## src/rtl/seq_alu_if.sv

```systemverilog
// seq_alu_if: operand/result handshake bundle for seq_alu.
//   in_valid/in_ready   : operand handshake (source -> ALU)
//   a, b, operation     : operands and 3-bit operation select
//   out_valid/out_ready : result handshake (ALU -> sink)
//   result, flags       : registered result and {carry, overflow, negative, zero}
// Modports: master = operand source / result sink side, slave = ALU side.
interface seq_alu_if #(
    parameter int unsigned WIDTH = 8
);
    logic             in_valid;
    logic             in_ready;
    logic [WIDTH-1:0] a;
    logic [WIDTH-1:0] b;
    logic [2:0]       operation;
    logic             out_valid;
    logic             out_ready;
    logic [WIDTH-1:0] result;
    logic [3:0]       flags;

    modport master (
        output in_valid, a, b, operation, out_ready,
        input  in_ready, out_valid, result, flags
    );

    modport slave (
        input  in_valid, a, b, operation, out_ready,
        output in_ready, out_valid, result, flags
    );
endinterface

```

## src/rtl/seq_alu.sv

```systemverilog
// seq_alu: registered, handshaked ALU with shifts, iterative multiply and status flags.
// One operation in flight at a time. Ops 000-110 complete at the accept edge; op 111
// (unsigned multiply, low WIDTH bits) runs WIDTH shift-add steps before the result.
// Ports:
//   clk   : clock, rising edge
//   rst_n : asynchronous active-low reset
//   bus   : seq_alu_if.slave (operand handshake in, result handshake out)
// Optional feature macro SEQ_ALU_FLAGS_EN: when defined, flags are computed with the
// result; when undefined, flags are tied to 4'b0000.
module seq_alu #(
    parameter  int unsigned WIDTH   = 8,
    localparam int unsigned SHAMT_W = $clog2(WIDTH)
) (
    input logic      clk,
    input logic      rst_n,
    seq_alu_if.slave bus
);

    localparam logic [2:0] OpAdd = 3'b000;
    localparam logic [2:0] OpSub = 3'b001;
    localparam logic [2:0] OpAnd = 3'b010;
    localparam logic [2:0] OpOr  = 3'b011;
    localparam logic [2:0] OpXor = 3'b100;
    localparam logic [2:0] OpShl = 3'b101;
    localparam logic [2:0] OpShr = 3'b110;
    localparam logic [2:0] OpMul = 3'b111;

    localparam logic [SHAMT_W-1:0] LastStep = SHAMT_W'(WIDTH - 1);

    typedef enum logic [1:0] {StIdle, StMul, StDone} state_e;

    state_e               state_q, state_d;
    logic [WIDTH-1:0]     result_q, result_d;
    logic [WIDTH-1:0]     a_q, a_d;
    logic [2*WIDTH-1:0]   acc_q, acc_d;
    logic [SHAMT_W-1:0]   step_q, step_d;

    logic [WIDTH-1:0]     simple_res;
    logic [SHAMT_W-1:0]   shamt;
    logic [WIDTH:0]       mul_sum;
    logic [2*WIDTH-1:0]   mul_next;

    assign shamt = bus.b[SHAMT_W-1:0];

    // Single-cycle operations, evaluated on the live operands at the accept edge.
    always_comb begin
        simple_res = '0;
        unique case (bus.operation)
            OpAdd:   simple_res = bus.a + bus.b;
            OpSub:   simple_res = bus.a - bus.b;
            OpAnd:   simple_res = bus.a & bus.b;
            OpOr:    simple_res = bus.a | bus.b;
            OpXor:   simple_res = bus.a ^ bus.b;
            OpShl:   simple_res = bus.a << shamt;
            OpShr:   simple_res = bus.a >> shamt;
            OpMul:   simple_res = '0;
            default: simple_res = '0;
        endcase
    end

    // Right-shifting shift-add: upper half accumulates, lower half starts as the
    // multiplier and is consumed one bit per step. After WIDTH steps acc holds a*b.
    always_comb begin
        if (acc_q[0]) begin
            mul_sum = {1'b0, acc_q[2*WIDTH-1:WIDTH]} + {1'b0, a_q};
        end else begin
            mul_sum = {1'b0, acc_q[2*WIDTH-1:WIDTH]};
        end
        mul_next = {mul_sum, acc_q[WIDTH-1:1]};
    end

`ifdef SEQ_ALU_FLAGS_EN
    logic [3:0] flags_q, flags_d;
    logic [3:0] simple_flags;
    logic [3:0] mul_flags;

    // flags = {carry, overflow, negative, zero}
    always_comb begin
        simple_flags    = '0;
        simple_flags[1] = simple_res[WIDTH-1];
        simple_flags[0] = (simple_res == '0);
        if (bus.operation == OpAdd) begin
            // Unsigned wrap happened iff the truncated sum is below an operand.
            simple_flags[3] = (simple_res < bus.a);
            simple_flags[2] = (bus.a[WIDTH-1] == bus.b[WIDTH-1]) &&
                              (simple_res[WIDTH-1] != bus.a[WIDTH-1]);
        end else if (bus.operation == OpSub) begin
            simple_flags[3] = (bus.a < bus.b);
            simple_flags[2] = (bus.a[WIDTH-1] != bus.b[WIDTH-1]) &&
                              (simple_res[WIDTH-1] != bus.a[WIDTH-1]);
        end
        mul_flags = {|mul_next[2*WIDTH-1:WIDTH], 1'b0, mul_next[WIDTH-1],
                     (mul_next[WIDTH-1:0] == '0)};
    end
`endif

    always_comb begin
        state_d  = state_q;
        result_d = result_q;
        a_d      = a_q;
        acc_d    = acc_q;
        step_d   = step_q;
`ifdef SEQ_ALU_FLAGS_EN
        flags_d  = flags_q;
`endif
        unique case (state_q)
            StIdle: begin
                if (bus.in_valid) begin
                    if (bus.operation == OpMul) begin
                        a_d     = bus.a;
                        acc_d   = {{WIDTH{1'b0}}, bus.b};
                        step_d  = '0;
                        state_d = StMul;
                    end else begin
                        result_d = simple_res;
`ifdef SEQ_ALU_FLAGS_EN
                        flags_d  = simple_flags;
`endif
                        state_d  = StDone;
                    end
                end
            end
            StMul: begin
                acc_d  = mul_next;
                step_d = step_q + 1'b1;
                if (step_q == LastStep) begin
                    result_d = mul_next[WIDTH-1:0];
`ifdef SEQ_ALU_FLAGS_EN
                    flags_d  = mul_flags;
`endif
                    step_d   = '0;
                    state_d  = StDone;
                end
            end
            StDone: begin
                if (bus.out_ready) begin
                    state_d = StIdle;
                end
            end
            default: state_d = StIdle;
        endcase
    end

    always_ff @(posedge clk or negedge rst_n) begin
        if (!rst_n) begin
            state_q  <= StIdle;
            result_q <= '0;
            a_q      <= '0;
            acc_q    <= '0;
            step_q   <= '0;
`ifdef SEQ_ALU_FLAGS_EN
            flags_q  <= '0;
`endif
        end else begin
            state_q  <= state_d;
            result_q <= result_d;
            a_q      <= a_d;
            acc_q    <= acc_d;
            step_q   <= step_d;
`ifdef SEQ_ALU_FLAGS_EN
            flags_q  <= flags_d;
`endif
        end
    end

    assign bus.in_ready  = (state_q == StIdle);
    assign bus.out_valid = (state_q == StDone);
    assign bus.result    = result_q;
`ifdef SEQ_ALU_FLAGS_EN
    assign bus.flags     = flags_q;
`else
    assign bus.flags     = 4'b0000;
`endif

endmodule
```

## src/flat_wrapper.sv

```systemverilog
// flat-port wrapper written by rule: the top's interface ports become plain ports
module seq_alu_flat 
#(
    parameter  int unsigned WIDTH   = 8,
    localparam int unsigned SHAMT_W = $clog2(WIDTH)
)
  (clk, rst_n, bus_in_valid, bus_a, bus_b, bus_operation, bus_out_ready, bus_in_ready, bus_out_valid, bus_result, bus_flags);
  seq_alu_if #(.WIDTH(WIDTH)) bus_i ();
  input logic clk;
  input logic rst_n;
  input wire logic [$bits(bus_i.in_valid)-1:0] bus_in_valid;
  input wire logic [$bits(bus_i.a)-1:0] bus_a;
  input wire logic [$bits(bus_i.b)-1:0] bus_b;
  input wire logic [$bits(bus_i.operation)-1:0] bus_operation;
  input wire logic [$bits(bus_i.out_ready)-1:0] bus_out_ready;
  output wire logic [$bits(bus_i.in_ready)-1:0] bus_in_ready;
  output wire logic [$bits(bus_i.out_valid)-1:0] bus_out_valid;
  output wire logic [$bits(bus_i.result)-1:0] bus_result;
  output wire logic [$bits(bus_i.flags)-1:0] bus_flags;
  assign bus_i.in_valid = bus_in_valid;
  assign bus_i.a = bus_a;
  assign bus_i.b = bus_b;
  assign bus_i.operation = bus_operation;
  assign bus_i.out_ready = bus_out_ready;
  assign bus_in_ready = bus_i.in_ready;
  assign bus_out_valid = bus_i.out_valid;
  assign bus_result = bus_i.result;
  assign bus_flags = bus_i.flags;
  seq_alu #(.WIDTH(WIDTH)) u_core (.clk(clk), .rst_n(rst_n), .bus(bus_i));
endmodule
```

## config.mk

```make
export PLATFORM = sky130hd
export DESIGN_NAME = seq_alu_flat
export DESIGN_NICKNAME = d
export VERILOG_FILES = /design/src/rtl/seq_alu_if.sv /design/src/rtl/seq_alu.sv /design/src/flat_wrapper.sv
export SDC_FILE = /design/constraint.sdc
export NUM_CORES = 1
export LEC_CHECK = 0
export ABC_AREA = 1
export CAP_MARGIN = 20
export CORE_MARGIN = 2
export CORE_UTILIZATION = 43
export DETAILED_ROUTE_END_ITERATION = 16
export GPL_TIMING_DRIVEN = 0
export PLACE_DENSITY = 0.69
export SYNTH_ARGS = -nofsm -noshare
export SYNTH_HDL_FRONTEND = slang
export SYNTH_SLANG_ARGS = --single-unit
```

## constraint.sdc

```tcl
create_clock -name clk -period 2.3 [get_ports clk]
set_input_delay 0.46 -clock clk [delete_from_list [all_inputs] [get_ports clk]]
set_output_delay 0.46 -clock clk [all_outputs]
set_load 0.02 [all_outputs]
```

==> results.tsv <==
metric	value	unit
H-tree levels	2	
WL per Instance	14.8	um
Synth async-reset ratio	100	%
unrepaired setup endpoints after global routing	true	
setup violators final	0	
CTS tree	built	
FF-to-FF setup slack	0.41	ns
Routed WL	9.97	mm
Die X	94.1	um
Initial Util	44.7	%
CTS Buffer Depth	2	
Setup crit end kind	flop	
Max Cap Viol	0	
Synth area leaders	dfrtp_1, nand2_1, ha_1	
mean post-synth cell area	6.77	um2
full die area	0.00885	mm2
hold slack	0.260	ns
critical path peak fanout	5	
FP Rows	32	
Layout Nets	632	
fin crit share	96.3	%
clock sink count	37	
port bufs	31	
CP Launch Type	primary input	
Synth Flop Type	dfrtp_1	
sequential area share after synthesis	26.5	%
register bit total from synthesis	37	
worst hold path type	primary input to asynchronous set/reset pin	
Yosys cell types	40	
status	finished, final reports clean	
Fill cells	754	
LEAKAGE	2.26	nW
core footprint	0.00781	mm2
DR vias	3585	
Post-Synthesis Cell Area	0.00349	mm2
Reg-to-Reg End	u_core.acc_q[13]	
Req. time, crit path	2.52	ns
root buffer cell	clkbuf_8	
number of flops mapped to enable cells by yosys	0	
drt pass-1 iters	5	
Final Max Tran Viols	0	
Worst-Margin Slew	0.826	ns
drt drc	0	
global-route wire length before repair	16.2	mm
largest net degree at the start of global routing	38	
Clk Latency, worst-skew pair	0.29	ns
Die Span Y	94.1	um
reg2reg start	u_core.acc_q[8]	
initial antenna violation count	0	
Hold Vio Cnt, Final	0	
Layout Skew	0.00311	ns
Arr. time, crit path	2.44	ns
# IOs	37	
worst rel slew slack	45.0	%
total CTS buffers	5	
setup TNS	0	ns
HPWL Detailed	7.54	mm
R2R depth	11	
P&R area growth vs syn	23.9	%
share of cells above drive strength 1	15.2	%
Via density	5.32	
min cycle time layout	2.21	ns
YS warnings	0	
Worst Path Class, Setup	primary input to flop	
overflow left after global routing	0	
register clock-pin slew on the reported worst setup and hold paths	0.07	ns
GRT Util Overall	23.2	%
post-layout util	55.4	%
CTS Hold Bufs	0	
vias in the first global route	3417	
gpl congestion	0.915	
Synth Instances	515	
Max Freq	452	MHz
post-route antenna net violation count	0	
dominant cell type by area after synthesis	dfrtp_1	
VDD IR max	0.000269	V
1st-iter DRT viols	221	
synth cell count leaders	nand2_1, inv_1, nor2_1	
count leader, synth	nand2_1	
pwr/cell area	799	mW/mm2
Synth top area share	26.5	%
antenna cell count	0	
## metrics by stage
step,instances,setup slack [ns],total power [mW],area [um2]
3_3_place_gp,651,-1.12,2.86,4010
5_1_grt,674,-0.0233,3.77,4320
4_1_cts,672,0.00376,3.43,4280
2_1_floorplan,518,-0.00838,2.34,3570
3_5_place_dp,651,-1.16,2.91,4010
6_report,674,0.0857,3.45,4320
## power by group
part / leakage [nW] / switching, mW / internal [mW] / total (mW)
registers: 0.462 / 0.194 / 0.937 / 1.13
logic: 1.75 / 1.07 / 0.794 / 1.86
clock network: 0.0443 / 0.223 / 0.238 / 0.461
## critical path: stages
cell and delay, ns:
buf_6 0.12, clkinvlp_4 0.12, ha_4 0.16, nand3_4 0.08, o31ai_4 0.22, xor2_1 0.18, inv_1 0.09, ha_4 0.30
nand2_4 0.06, inv_2 0.05, nand2_2 0.04, nand2_1 0.07, a21oi_2 0.04, nand3_1 0.08, nand3_2 0.07, nand2_2 0.10
nand2_2 0.05, a21oi_2 0.13
## state kept, by name, indices dropped and copies added, names as in the netlist
register / count
u_core.bus.result: 8
u_core.step_q: 3
u_core.acc_q: 16
u_core.state_q: 2
u_core.a_q: 8
## worst max path at each step
| stage | slack, ns | to | depth (start not counted) | start |
|---|---|---|---|---|
| 2_1_floorplan | -0.008 | u_core.bus.result[7] | 17 | bus_b[2] |
| 3_3_place_gp | -1.12 | u_core.bus.result[7] | 16 | bus_b[1] |
| 3_5_place_dp | -1.16 | u_core.bus.result[5] | 16 | bus_b[1] |
| 4_1_cts | 0.004 | u_core.bus.result[6] | 13 | bus_operation[0] |
| 5_1_grt | -0.02 | u_core.bus.result[6] | 11 | bus_a[0] |
| 6_report | 0.09 | u_core.bus.result[7] | 18 | bus_b[1] |
## cell usage in the layout (no fill, tap or decap), types with 3 or more instances in the layout
cell             synthesis  routed
and2_1                   3       3
a21oi_1                 24      19
buf_2                    7       6
buf_6                    1       4
clkbuf_2                 0       3
ha_1                    35      31
a21oi_2                  1       6
nand2_2                  0       5
clkbuf_1                 4       5
nand3_2                  1       4
ha_4                     0       4
xor2_1                   8       8
inv_1                   63      59
nand3_1                 44      40
a21boi_1                 7       7
nand4_1                  8       8
nor2_1                  49      47
clkdlybuf4s50_1          0      22
xnor2_1                  4       4
dfrtp_1                 37      37
nand2_4                  0       3
o211ai_1                 5       5
nor2_2                   4       4
o21ai_0                 37      37
inv_2                    1       3
or2_2                    4       3
a31oi_1                  5       5
nand2_1                136     128
clkbuf_8                 1       7
buf_4                    4      21
conb_1                   1       4
## kinds of logic (layout without fill, tap and decap cells)
group                    after synthesis  count (layout)  synth area share [%]
AO/OA/AOI/OAI                         90              90                  15.1
XOR/XNOR                              12              12                  3.01
flip-flops                            37              37                  26.5
buffers and inverters                 82             136                  10.0
adder cells (fa/ha/maj)               37              37                  13.7
AND/OR/NAND/NOR                      256             256                  31.6
other                                  1               4                 0.108
## area by class of cell
class                   instances  area [um2]  share of cell area, %
inverters                      65         255                   5.91
plain buffers                  16         113                   2.61
flip-flops and latches         37         926                   21.4
multi-input cells             399        2400                   55.6
well taps                     102         128                   2.95
clock buffers                   7        86.3                   2.00
repair buffers                 48         413                   9.55
## routing by layer
| layer | vias to the layer above | part of all wire, % | track usage (%) |
|---|---|---|---|
| li1 | 1784 | - | - |
| met5 | - | 0 | 0 |
| met3 | 18 | 4.7 | 3.21 |
| met2 | 105 | 48 | 38.0 |
| met1 | 1678 | 46 | 31.5 |
| met4 | 0 | 2.0 | 7.73 |
## timing repair
item,4_1_cts,5_1_grt
buffers inserted,14,3
setup endpoints to repair,7,4
pin swaps,12,14
hold endpoints to repair,0,0
gates resized for setup,39,20
No activity file was read; power rests on OpenSTA's default activity.
